### src/rtl/result_display_scanner.sv
// result_display_scanner
// Captures ALU result/error/command through a ready/valid load port and
// scans a 4-digit common-segment 7-seg display: command (hex), blank,
// result tens, result ones. New data is committed only at frame boundaries.
module result_display_scanner #(
  parameter int REFRESH_DIV        = 1000,
  parameter bit BLANK_LEADING_ZERO = 1'b1
) (
  input  logic       clk,
  input  logic       rst,
  input  logic [3:0] result,
  input  logic       error,
  input  logic [3:0] command,
  input  logic       load,
  output logic       loadReady,
  output logic [6:0] display,
  output logic [3:0] digitEnable,
  output logic       frameTick
);

  localparam int             PW         = (REFRESH_DIV > 1) ? $clog2(REFRESH_DIV) : 1;
  localparam logic [PW-1:0]  PRESC_LAST = PW'(REFRESH_DIV - 1);
  localparam logic [6:0]     GLYPH_BLANK = 7'b0000000;
  localparam logic [6:0]     GLYPH_E     = 7'b1111001;
  localparam logic [6:0]     GLYPH_ONE   = 7'b0000110;
  localparam logic [6:0]     GLYPH_ZERO  = 7'b0111111;

  // Hex digit to segment pattern (bit 0 = segment a).
  function automatic logic [6:0] hex_glyph(input logic [3:0] v);
    logic [6:0] g;
    case (v)
      4'h0:    g = 7'b0111111;
      4'h1:    g = 7'b0000110;
      4'h2:    g = 7'b1011011;
      4'h3:    g = 7'b1001111;
      4'h4:    g = 7'b1100110;
      4'h5:    g = 7'b1101101;
      4'h6:    g = 7'b1111101;
      4'h7:    g = 7'b0000111;
      4'h8:    g = 7'b1111111;
      4'h9:    g = 7'b1101111;
      4'hA:    g = 7'b1110111;
      4'hB:    g = 7'b1111100;
      4'hC:    g = 7'b0111001;
      4'hD:    g = 7'b1011110;
      4'hE:    g = 7'b1111001;
      4'hF:    g = 7'b1110001;
      default: g = 7'b0000000;
    endcase
    return g;
  endfunction

  // Units digit of a 0..15 value; the range never needs more than one subtraction.
  function automatic logic [3:0] ones_of(input logic [3:0] r);
    logic [3:0] o;
    if (r >= 4'd10) begin
      o = r - 4'd10;
    end else begin
      o = r;
    end
    return o;
  endfunction

  // Segment pattern for one digit position given the committed values.
  function automatic logic [6:0] digit_glyph(input logic [1:0] sel, input logic [3:0] r,
                                             input logic e, input logic [3:0] c);
    logic [6:0] g;
    case (sel)
      2'd0: begin
        if (e) g = GLYPH_BLANK;
        else   g = hex_glyph(ones_of(r));
      end
      2'd1: begin
        if (e)                       g = GLYPH_E;
        else if (r >= 4'd10)         g = GLYPH_ONE;
        else if (BLANK_LEADING_ZERO) g = GLYPH_BLANK;
        else                         g = GLYPH_ZERO;
      end
      2'd2:    g = GLYPH_BLANK;
      2'd3:    g = hex_glyph(c);
      default: g = GLYPH_BLANK;
    endcase
    return g;
  endfunction

  logic [PW-1:0] r_presc;
  logic [1:0]    r_dsel;
  logic          r_pending;
  logic          r_load_ready;
  logic [3:0]    r_sh_result;
  logic          r_sh_error;
  logic [3:0]    r_sh_command;
  logic [3:0]    r_cm_result;
  logic          r_cm_error;
  logic [3:0]    r_cm_command;
  logic [6:0]    r_display;
  logic [3:0]    r_digit_en;

  logic          w_presc_tc;
  logic          w_frame_tick;
  logic          w_commit;
  logic          w_accept;

  // Terminal-count, frame boundary and handshake decode.
  always_comb begin
    w_presc_tc   = (r_presc == PRESC_LAST);
    w_frame_tick = w_presc_tc && (r_dsel == 2'd3);
    w_commit     = w_frame_tick && r_pending;
    w_accept     = load && r_load_ready;
  end

  // Prescaler: holds each digit for REFRESH_DIV clocks.
  always_ff @(posedge clk or posedge rst) begin
    if (rst) begin
      r_presc <= '0;
    end else if (w_presc_tc) begin
      r_presc <= '0;
    end else begin
      r_presc <= r_presc + {{(PW-1){1'b0}}, 1'b1};
    end
  end

  // Digit selector advances once per prescaler wrap, modulo 4.
  always_ff @(posedge clk or posedge rst) begin
    if (rst) begin
      r_dsel <= 2'd0;
    end else if (w_presc_tc) begin
      r_dsel <= r_dsel + 2'd1;
    end else begin
      r_dsel <= r_dsel;
    end
  end

  // Load capture into shadow registers and frame-aligned commit. A commit
  // needs pending=1 which forces ready=0, so capture and commit never collide;
  // a capture on a frame-tick edge therefore waits for the next frame.
  always_ff @(posedge clk or posedge rst) begin
    if (rst) begin
      r_pending    <= 1'b0;
      r_load_ready <= 1'b1;
      r_sh_result  <= 4'd0;
      r_sh_error   <= 1'b0;
      r_sh_command <= 4'd0;
      r_cm_result  <= 4'd0;
      r_cm_error   <= 1'b0;
      r_cm_command <= 4'd0;
    end else if (w_commit) begin
      r_cm_result  <= r_sh_result;
      r_cm_error   <= r_sh_error;
      r_cm_command <= r_sh_command;
      r_pending    <= 1'b0;
      r_load_ready <= 1'b1;
    end else if (w_accept) begin
      r_sh_result  <= result;
      r_sh_error   <= error;
      r_sh_command <= command;
      r_pending    <= 1'b1;
      r_load_ready <= 1'b0;
    end else begin
      r_pending    <= r_pending;
      r_load_ready <= r_load_ready;
    end
  end

  // Registered display drive: one clock behind the digit selector.
  always_ff @(posedge clk or posedge rst) begin
    if (rst) begin
      r_display  <= 7'b0000000;
      r_digit_en <= 4'b0000;
    end else begin
      r_display  <= digit_glyph(r_dsel, r_cm_result, r_cm_error, r_cm_command);
      r_digit_en <= 4'b0001 << r_dsel;
    end
  end

  assign display     = r_display;
  assign digitEnable = r_digit_en;
  assign loadReady   = r_load_ready;
  assign frameTick   = w_frame_tick;

endmodule
### config.mk
export PLATFORM = sky130hd
export DESIGN_NAME = result_display_scanner
export DESIGN_NICKNAME = d
export VERILOG_FILES = /design/src/rtl/result_display_scanner.sv
export SDC_FILE = /design/constraint.sdc
export NUM_CORES = 1
export LEC_CHECK = 0
export ABC_AREA = 1
export CORE_MARGIN = 2
export CORE_UTILIZATION = 51
export DETAILED_ROUTE_END_ITERATION = 7
export GPL_ROUTABILITY_DRIVEN = 0
export HOLD_SLACK_MARGIN = 0.08
export PLACE_DENSITY = 0.77
export SKIP_LAST_GASP = 1
export SLEW_MARGIN = 20
export SYNTH_ARGS = -nofsm -noshare
export SYNTH_HDL_FRONTEND = slang
export SYNTH_SLANG_ARGS = --single-unit
### constraint.sdc
create_clock -name clk -period 1.3 [get_ports clk]
set_input_delay 0.13 -clock clk [delete_from_list [all_inputs] [get_ports clk]]
set_output_delay 0.13 -clock clk [all_outputs]
set_load 0.005 [all_outputs]
==> key figures <==
Status
  • Outcome: finished with violations
  • Failing checks: negative setup slack

Global routing
  • Initial antenna violation count: 0
  • Total track usage: 25.55%
  • Gr ovfl total: 0
  • Global-route wire length before repair: 10,310 µm
  • Vias in the first global route: 2,331
  • Largest net degree at the start of global routing: 15

Setup path
  • Arr. time, crit path: 1850 ps
  • WS Path Type: reg2reg
  • Reg2reg setup slack: -360 ps
  • Critical path's most frequent cell: nand2_1
  • Worst EP required: 1490 ps
  • Crit path max-delay cell type: dfrtp_1
  • Worst-path cell chain: ha_2 -> nand2_4 -> inv_2 -> nand3_4 -> nor3b_4 -> buf_4 -> buf_6 -> nand2_8 -> nand2_1 -> nand2_1
  • Worst setup EP type: register
  • Delay of the slowest critical-path stage: 370 ps
  • Worst setup SP type: register
  • WP buf/inv: 3
  • Cell family with most CP delay: simple AND/OR/NAND/NOR gates
  • CP Max Fanout: 9

Yosys
  • Synth Instances: 294
  • Syn Nets: 320
  • Mean Syn Cell Area: 7.958 µm²
  • Register area share after synthesis: a little under half
  • Async S/R FF share, synth: 100.0%
  • Post-synth cell types: 30
  • Synthesized area: 0.002340 mm²
  • EDFF count, synth: 0
  • Top_reg_cell synth: dfrtp_1
  • Synth Warn #: 0
  • #FFs+latches synth: 43

Clock tree
  • Worst skew pair latency: 310 ps
  • Bufs on Longest Clock Path: 2
  • Clock edge transition at the registers on the reported setup and hold paths: 90 ps
  • CTS sink count: 43
  • CTS tree: yes
  • Cts bufs inserted: 5
  • H-tree level count: 2
  • Clock root buffer: clkbuf_8
  • Post-CTS Hold Buffers: 0

Timing
  • Final worst slack: -359.3 ps
  • Clock skew: between 7 and 8 ps
  • Final Hold Vio Count: 0
  • RSZ-0062 raised after global routing: yes
  • Peak Freq: 0.6027 GHz
  • Slew @ Worst Pin: between 400 and 500 ps
  • Pins Over Slew Limit: 0
  • Period utilisation layout: 127.6%
  • Post-route minimum period: about 1700 ps
  • Finish-stage setup viols: 39
  • Worst hold margin: about 150 ps
  • Max transition margin: 66.99%

Cells and area
  • Antenna diode count: 0
  • Layout area overhead: 55.40%
  • Share of cells above drive strength 1: 38.62%
  • Post-Layout Cell Count: 443
  • Commonest non-fill, non-tap cells in the layout: 80 x nand2_1, 57 x buf_4, 42 x dfrtp_1
  • Most common cell after layout, fill and taps aside: nand2_1
  • Nets: approximately 420

Floorplan
  • Std cell rows: 24
  • IO Count: 25
  • Die width: about 72 µm
  • Die area: 0.005145 mm²
  • Die height: 71.73 µm
  • Core Footprint: between 0.004 and 0.005 mm²
  • Initial core utilization: 53.37%

Routing
  • Drt total wl: approximately 7000 µm
  • DR WL met3: 384 µm
  • Avg WL per Cell: 15.80 µm
  • Routed wl met2: 3640 µm
  • Via count: 2,451
  • Iter 0 DRT Violations: roughly 260
  • DR pass1 iterations: 4
  • Metal-1 WL: 2761 µm
  • DRC violations left: 0
  • Via-to-Cell Ratio: 5.533
  • Uppermost routed layer: met4
  • Routed Antenna Nets: 0

Pwr
  • Pwr/cell area: 721.4 mW/mm²
  • IR drop worst, VDD: 0.6394 mV
  • Total Power: 2.623 mW
  • Leakage power total: 1.846 nW

Place
  • # port buffers: 24
  • Placed instance count: 412
  • Hpwl dp: around 3800 µm

Hold path
  • Hold Path Class: in2async

Run
  • Max Cap Viol: 0
[path summary, 6_finish.rpt]
kind                                            startpoint                          end  depth (start not counted)
worst max-delay path                  r_presc[0]$_DFF_PP0_  r_cm_command[0]$_DFFE_PP0P_                         10
worst min-delay path                                   rst         r_presc[9]$_DFF_PP0_                          2
worst max register to register        r_presc[0]$_DFF_PP0_  r_cm_command[0]$_DFFE_PP0P_                         10
worst min register to register  r_sh_result[3]$_DFFE_PP0P_   r_sh_result[3]$_DFFE_PP0P_                          2
max in group asynchronous                              rst   r_sh_result[1]$_DFFE_PP0P_                          3
min in group clk                                 result[0]   r_sh_result[0]$_DFFE_PP0P_                          3
[per-layer routing]
metal,up-vias,GRT usage (%)
met4,0,8.386
met3,26,5.063
li1,1139,-
met5,-,0
met2,117,46.81
met1,1169,29.77
[power breakdown]
group	total [mW]	internal [mW]	leakage (nW)	switching [mW]
logic	0.252	0.120	1.28	0.132
registers	1.50	1.44	0.528	0.0669
clock network	0.868	0.374	0.0402	0.494
[sequential cells by signal, indices dropped and copies added, names as in the netlist]
register / cells
r_presc: 10
display: 7
digitEnable: 4
r_cm_command: 4
r_cm_result: 4
r_sh_command: 4
r_sh_result: 4
r_dsel: 2
loadReady: 1
r_cm_error: 1
r_pending: 1
r_sh_error: 1
[cell type report]
| type | count | area [µm²] |
|---|---|---|
| Clock buffer | 5 | 68.82 |
| Timing Repair Buffer | 92 | 832.0 |
| Tap cell | 52 | 65.06 |
| Inverter | 29 | 117.6 |
| Sequential cell | 43 | 1077 |
| Multi-Input combinational cell | 219 | 1455 |
| Clock inverter | 3 | 20.02 |
| Fill cell | 236 | 748.2 |
[cell families (layout without fill, tap and decap cells)]
group | Yosys count | in the layout | synth area share (%)
and+or+nand+nor | 172 | 174 | 32.57
AOI/OAI and AO/OA | 27 | 27 | 6.203
DFF | 43 | 43 | 46.04
adders and majority gates | 14 | 14 | 7.487
buffers and inverters | 34 | 129 | 6.202
xor gates and xnor gates | 4 | 4 | 1.498
[per-stage QoR]
| stage | setup TNS (ps) | setup slack [ps] | util, % | area, µm² |
|---|---|---|---|---|
| 3_5_place_dp | -6748 | -383.3 | 70.38 | 3085 |
| 4_1_cts | -5888 | -294.5 | 78.71 | 3451 |
| 2_1_floorplan | -961.9 | -87.05 | - | 2406 |
| 5_1_grt | -10350 | -397.4 | 82.93 | 3636 |
| 6_report | -8256 | -359.3 | 82.93 | 3636 |
| 3_3_place_gp | -5207 | -354.3 | 70.38 | 3085 |
[synthesized netlist by cell type (2+ instances only)]
cell / instances / area share, %
o21ai_0: 13 / 2.8
nor2_1: 20 / 3.2
ha_1: 14 / 7.5
buf_6: 2 / 0.96
a21oi_1: 9 / 1.9
nand2_1: 97 / 16
dfrtp_1: 42 / 45
nand3_1: 39 / 8.3
o211ai_1: 2 / 0.64
inv_2: 3 / 0.48
inv_1: 24 / 3.9
nand2_2: 6 / 1.6
nor3_1: 3 / 0.64
xor2_1: 3 / 1.1
nand3_2: 2 / 0.86
[timing repair]
item / in CTS / in global routing
resized for setup: 58 / 23
endpoints found under the setup margin: 34 / 40
pin swaps: 17 / 10
cloned: 2 / 1
buffers inserted: 10 / 11
No activity file was read; power rests on OpenSTA's default activity.
==> edit 1: new RTL, config.mk and constraints unchanged <==
Set the parameter `REFRESH_DIV` to 250 (it was 1000).
--- a/src/rtl/result_display_scanner.sv
+++ b/src/rtl/result_display_scanner.sv
@@ -3,7 +3,7 @@
 // scans a 4-digit common-segment 7-seg display: command (hex), blank,
 // result tens, result ones. New data is committed only at frame boundaries.
 module result_display_scanner #(
-  parameter int REFRESH_DIV        = 1000,
+  parameter int REFRESH_DIV        = 250,
   parameter bit BLANK_LEADING_ZERO = 1'b1
 ) (
   input  logic       clk,
Behaviour: no difference found for any inputs over 10 cycles, from zero or initial values and one cycle with rst high; that may be too few to reach the edited logic, so the function may still have changed.
==> edit 1 against the unedited design <==
The flow still finishes with violations (setup timing). Final area is 1.9% higher. Combinational power is 23% lower. Largest cell class unchanged. Sequential cell count is 2 lower. Clock power is 26% higher. Critical endpoint is now r_cm_command[3]$_DFFE_PP0P_. Worst setup slack better by 55 ps. Count of clock-buffer cells in the layout is 1 higher. Total power is 5.6% higher. Critical path type unchanged. Synthesized area is 3.3% lower. Routed wire length is 7.8% higher. Core utilization is 2.8 points higher. Via count is 2.7% lower.
==> edit 1: results (changes against the unedited design) <==
| Metric | Value |
|---|---|
| Met3 WL | 487 um (was 384 um) |
| Sequential cell area fraction in the yosys report | 45.38% (was 46.04%) |
| Skew final | 9.871 ps (was 7.677 ps) |
| Synth Net Count | 307 (was 320) |
| Commonest cells post-synth | nand2_1 (80), dfrtp_1 (40), inv_1 (32), nand3_1 (29), nor2_1 (25) (was nand2_1 (97), dfrtp_1 (42), nand3_1 (39), inv_1 (24), nor2_1 (20)) |
| Slowest cell delay on critical path | 400 ps (was 370 ps) |
| Yosys cell types | 29 (was 30) |
| DP HPWL | 3236 um (was 3780 um) |
| Repair and plain buffers | 83 (was 92) |
| Synth Area in Compound Gates | 10.17% (was 6.203%) |
| Clk power | 1.09 mW (was 868 uW) |
| Outcome | finished, violations left (unchanged) |
| Clk tree area frac | 3.241% (was 2.443%) |
| Setup bufs post-CTS | 12 (was 10) |
| Grt met2 use | 46.23% (was 46.81%) |
| Instance area after placement | 0.002903 mm2 (was 0.003085 mm2) |
| Largest net degree at the start of global routing | 42 (was 15) |
| Synth Area in XOR/XNOR | 0.3870% (was 1.497%) |
| Failing checks | setup timing (unchanged) |
| Worst-margin pin slew | 342.2 ps (was 494.7 ps) |
| Dpl ws | -277.8 ps (was -383.3 ps) |
| Clock sink total | 41 (was 43) |
| Top post-synthesis cells by area | dfrtp_1 (44%), nand2_1 (13%), ha_1 (8.3%) (was dfrtp_1 (45%), nand2_1 (16%), nand3_1 (8.3%)) |
| Fill cells | 222 (was 236) |
| Cells after DPL | 389 (was 412) |
| Final TNS setup | -7213 ps (was -8256 ps) |
| Number of global-route vias before repair | 2189 (was 2331) |
| Setup violations, final | 32 (was 39) |
| LEAKAGE | 1.773 nW (was 1.846 nW) |
| Arrival @ worst endpoint | 1800 ps (was 1850 ps) |
| Combinational power | 195 uW (was 252 uW) |
| Met2 WL | 3837 um (was 3640 um) |
| First-pass GRT wire length | 10120 um (was 10310 um) |
| Drt pass-1 iters | 6 (was 4) |
| Worst slack on hold paths | 188.8 ps (was 145.1 ps) |
| Worst setup margin | -303.9 ps (was -359.3 ps) |
| Max reg flops | 8 (was 10) |
| Clock buf count | 6 (was 5) |
| Syn Area/Cell | 8.084 um2 (was 7.958 um2) |
| Signal buf overhead | 22.11% (was 22.88%) |
| CP max FO | 5 (was 9) |
| Multi-In Gates | 199 (was 219) |
| Placeable Area | 0.004324 mm2 (was 0.004384 mm2) |
| Grt met1 use | 29.46% (was 29.77%) |
| Share of cells above drive strength 1 | 46.58% (was 38.62%) |
## edit 1: cell types whose count changed after synthesis, moves of 3 or more
cell | before | now
nand2_2 | 6 | 3
nand3_1 | 39 | 29
a21oi_2 | 0 | 9
nor2_1 | 20 | 25
inv_1 | 24 | 32
nand2_1 | 97 | 80
## edit 1: final timing paths
| check | to | from | cells after the start |
|---|---|---|---|
| max | r_cm_command[3]$_DFFE_PP0P_ | r_presc[1]$_DFF_PP0_ | 11 |
| min | display[5]$_DFF_PP0_ | rst | 3 |
| max reg2reg | r_cm_command[3]$_DFFE_PP0P_ | r_presc[1]$_DFF_PP0_ | 11 |
| min reg2reg | r_sh_result[0]$_DFFE_PP0P_ | r_sh_result[0]$_DFFE_PP0P_ | 2 |
| max in group asynchronous | loadReady$_DFFE_PP1P_ | rst | 3 |
| min in group clk | r_sh_error$_DFFE_PP0P_ | error | 3 |
==> edit 2: new RTL, config.mk and constraints unchanged <==
Made on the original files. Put one more register stage on the output `digitEnable`, without a reset. The value now appears one clock later. The other outputs are not delayed to match.
--- a/src/rtl/result_display_scanner.sv
+++ b/src/rtl/result_display_scanner.sv
@@ -174,7 +174,9 @@
   end
 
   assign display     = r_display;
-  assign digitEnable = r_digit_en;
+  always_ff @(posedge clk) begin
+    digitEnable <= r_digit_en;
+  end
   assign loadReady   = r_load_ready;
   assign frameTick   = w_frame_tick;
 
Check against the original RTL: not equivalent (a bounded check fails within 4 cycles, from zero or initial values and one cycle with rst high).
==> edit 2 against the unedited design <==
Routed wire length up 13%. Global-route usage grew 1.6 points. Worst hold slack improved by 29 ps. Sequential cell count is 4 higher. Core utilization rose by 2.3 points. First-iteration DRC count grew 23%. Cell count fell by 2.9%. Final area is 4.2% higher. The flow still finishes with violations (setup timing). Total power rose by 16%. Clock skew rose by 2.8 ps. Worst setup slack better by 40 ps. Synthesized area is 2.5% higher.
==> edit 2: results (changes against the unedited design) <==
| Metric | Value |
|---|---|
| Number of global-route vias before repair | 2308 (was 2331) |
| Clk pwr share | 37.3% (was 33.1%) |
| Setup violations, final | 39 (unchanged) |
| Global Route Usage Sum | 27.14% (was 25.55%) |
| Instance area after placement | 0.003018 mm2 (was 0.003085 mm2) |
| Worst setup margin | -319.7 ps (was -359.3 ps) |
| Sequential cell area fraction in the yosys report | 48.25% (was 46.04%) |
| Most used DFF post-synth | dfrtp_1 (unchanged) |
| Synth Net Count | 312 (was 320) |
| Synth Area in Compound Gates | 8.972% (was 6.203%) |
| Register area | 0.001159 mm2 (was 0.001077 mm2) |
| Commonest cells post-synth | nand2_1 (80), dfrtp_1 (42), nand3_1 (32), inv_1 (25), nor2_1 (21) (was nand2_1 (97), dfrtp_1 (42), nand3_1 (39), inv_1 (24), nor2_1 (20)) |
| Reg2Reg Launch Point | r_presc[1]$_DFF_PP0_ (was r_presc[0]$_DFF_PP0_) |
| Fill cells | 230 (was 236) |
| Synth Area in XOR/XNOR | 1.461% (was 1.497%) |
| Pint | 2.286 mW (was 1.930 mW) |
| Top post-synthesis cells by area | dfrtp_1 (44%), nand2_1 (13%), ha_1 (7.3%) (was dfrtp_1 (45%), nand2_1 (16%), nand3_1 (8.3%)) |
| LEAKAGE | 1.783 nW (was 1.846 nW) |
| Via density | 5.693 (was 5.533) |
| Cells after DPL | 401 (was 412) |
| Worst slack on hold paths | 173.7 ps (was 145.1 ps) |
| Synth Instances | 286 (was 294) |
| Initial drt markers | 321 (was 261) |
| Maximum vdd drop | 761.2 uV (was 639.4 uV) |
| Skew final | 10.43 ps (was 7.677 ps) |
| Failing checks | setup timing (unchanged) |
| Yosys cell types | 31 (was 30) |
| Outcome | finished, violations left (unchanged) |
| Vias post-DR | 2448 (was 2451) |
| Dpl ws | -349.0 ps (was -383.3 ps) |
| Final TNS setup | -7562 ps (was -8256 ps) |
| Largest net degree at the start of global routing | 44 (was 15) |
| Max_slew headroom | 79.93% (was 66.99%) |
| Share of cells above drive strength 1 | 44.97% (was 38.62%) |
| First-pass GRT wire length | 10810 um (was 10310 um) |
| Combinational power | 223 uW (was 252 uW) |
| WL/cell | 18.43 um (was 15.80 um) |
| CP max FO | 5 (was 9) |
| CP max stage cell | dfrtp_1 (unchanged) |
| Sw Ratio | 24.82% (was 26.41%) |
| R2r endpoint | r_cm_result[1]$_DFFE_PP0P_ (was r_cm_command[0]$_DFFE_PP0P_) |
| Synth Area in Adders | 7.303% (was 7.487%) |
| Post-synth ARST share | 91.49% (was 100.0%) |
## edit 2: changes by cell type after synthesis, sizes merged, moves of 3 or more
cell	change
dfxtp	+4
a21oi	+5
nor2	+4
nand3	-9
nand2	-16
o21ai	+3
## edit 2: layout make-up
type	count	area share (%)
sequential	47	30.58
tap	52	1.717
clock inverter	2	0.9247
timing repair buffer	86	20.24
multi-input combinational	208	41.08
inverter	29	3.269
clock buffer	6	2.180
## edit 2: how the worst max path moves through the flow
stage	from	endpoint	slack (ps)
CTS	r_presc[1]$_DFF_PP0_	frameTick	-300
global route	r_cm_result[2]$_DFFE_PP0P_	display[3]$_DFF_PP0_	-360
finish	r_presc[1]$_DFF_PP0_	r_cm_result[1]$_DFFE_PP0P_	-320
global placement	r_presc[1]$_DFF_PP0_	frameTick	-310
detailed placement	r_presc[1]$_DFF_PP0_	frameTick	-350
floorplan	r_presc[0]$_DFF_PP0_	r_cm_result[3]$_DFFE_PP0P_	-120
## edit 2: worst register-to-register path, cell delays in order, from the launching register on
cell     delay, ps
dfrtp_1        360
ha_2           190
nand2_2         60
inv_2           70
nand2_2         60
nor2_4         110
buf_6          130
nand4_4        150
buf_6          210
nor2_4         100
a21oi_2         60
## edit 2: layer usage
metal,part of all wire [%],up-vias,global-route usage (%),wire [um]
li1,-,1106,-,-
met1,37,1170,30.74,2952
met2,51,129,49.80,4066
met3,6.1,43,4.144,480
met4,5.4,0,12.55,425
met5,0,-,0,0
## edit 2: cell families (layout without fill, tap and decap cells)
family / Yosys count / in the layout
DFF: 47 / 47
buffers and inverters: 34 / 123
and+or+nand+nor: 151 / 154
xor gates and xnor gates: 4 / 4
adders and majority gates: 14 / 14
AOI/OAI and AO/OA: 36 / 36
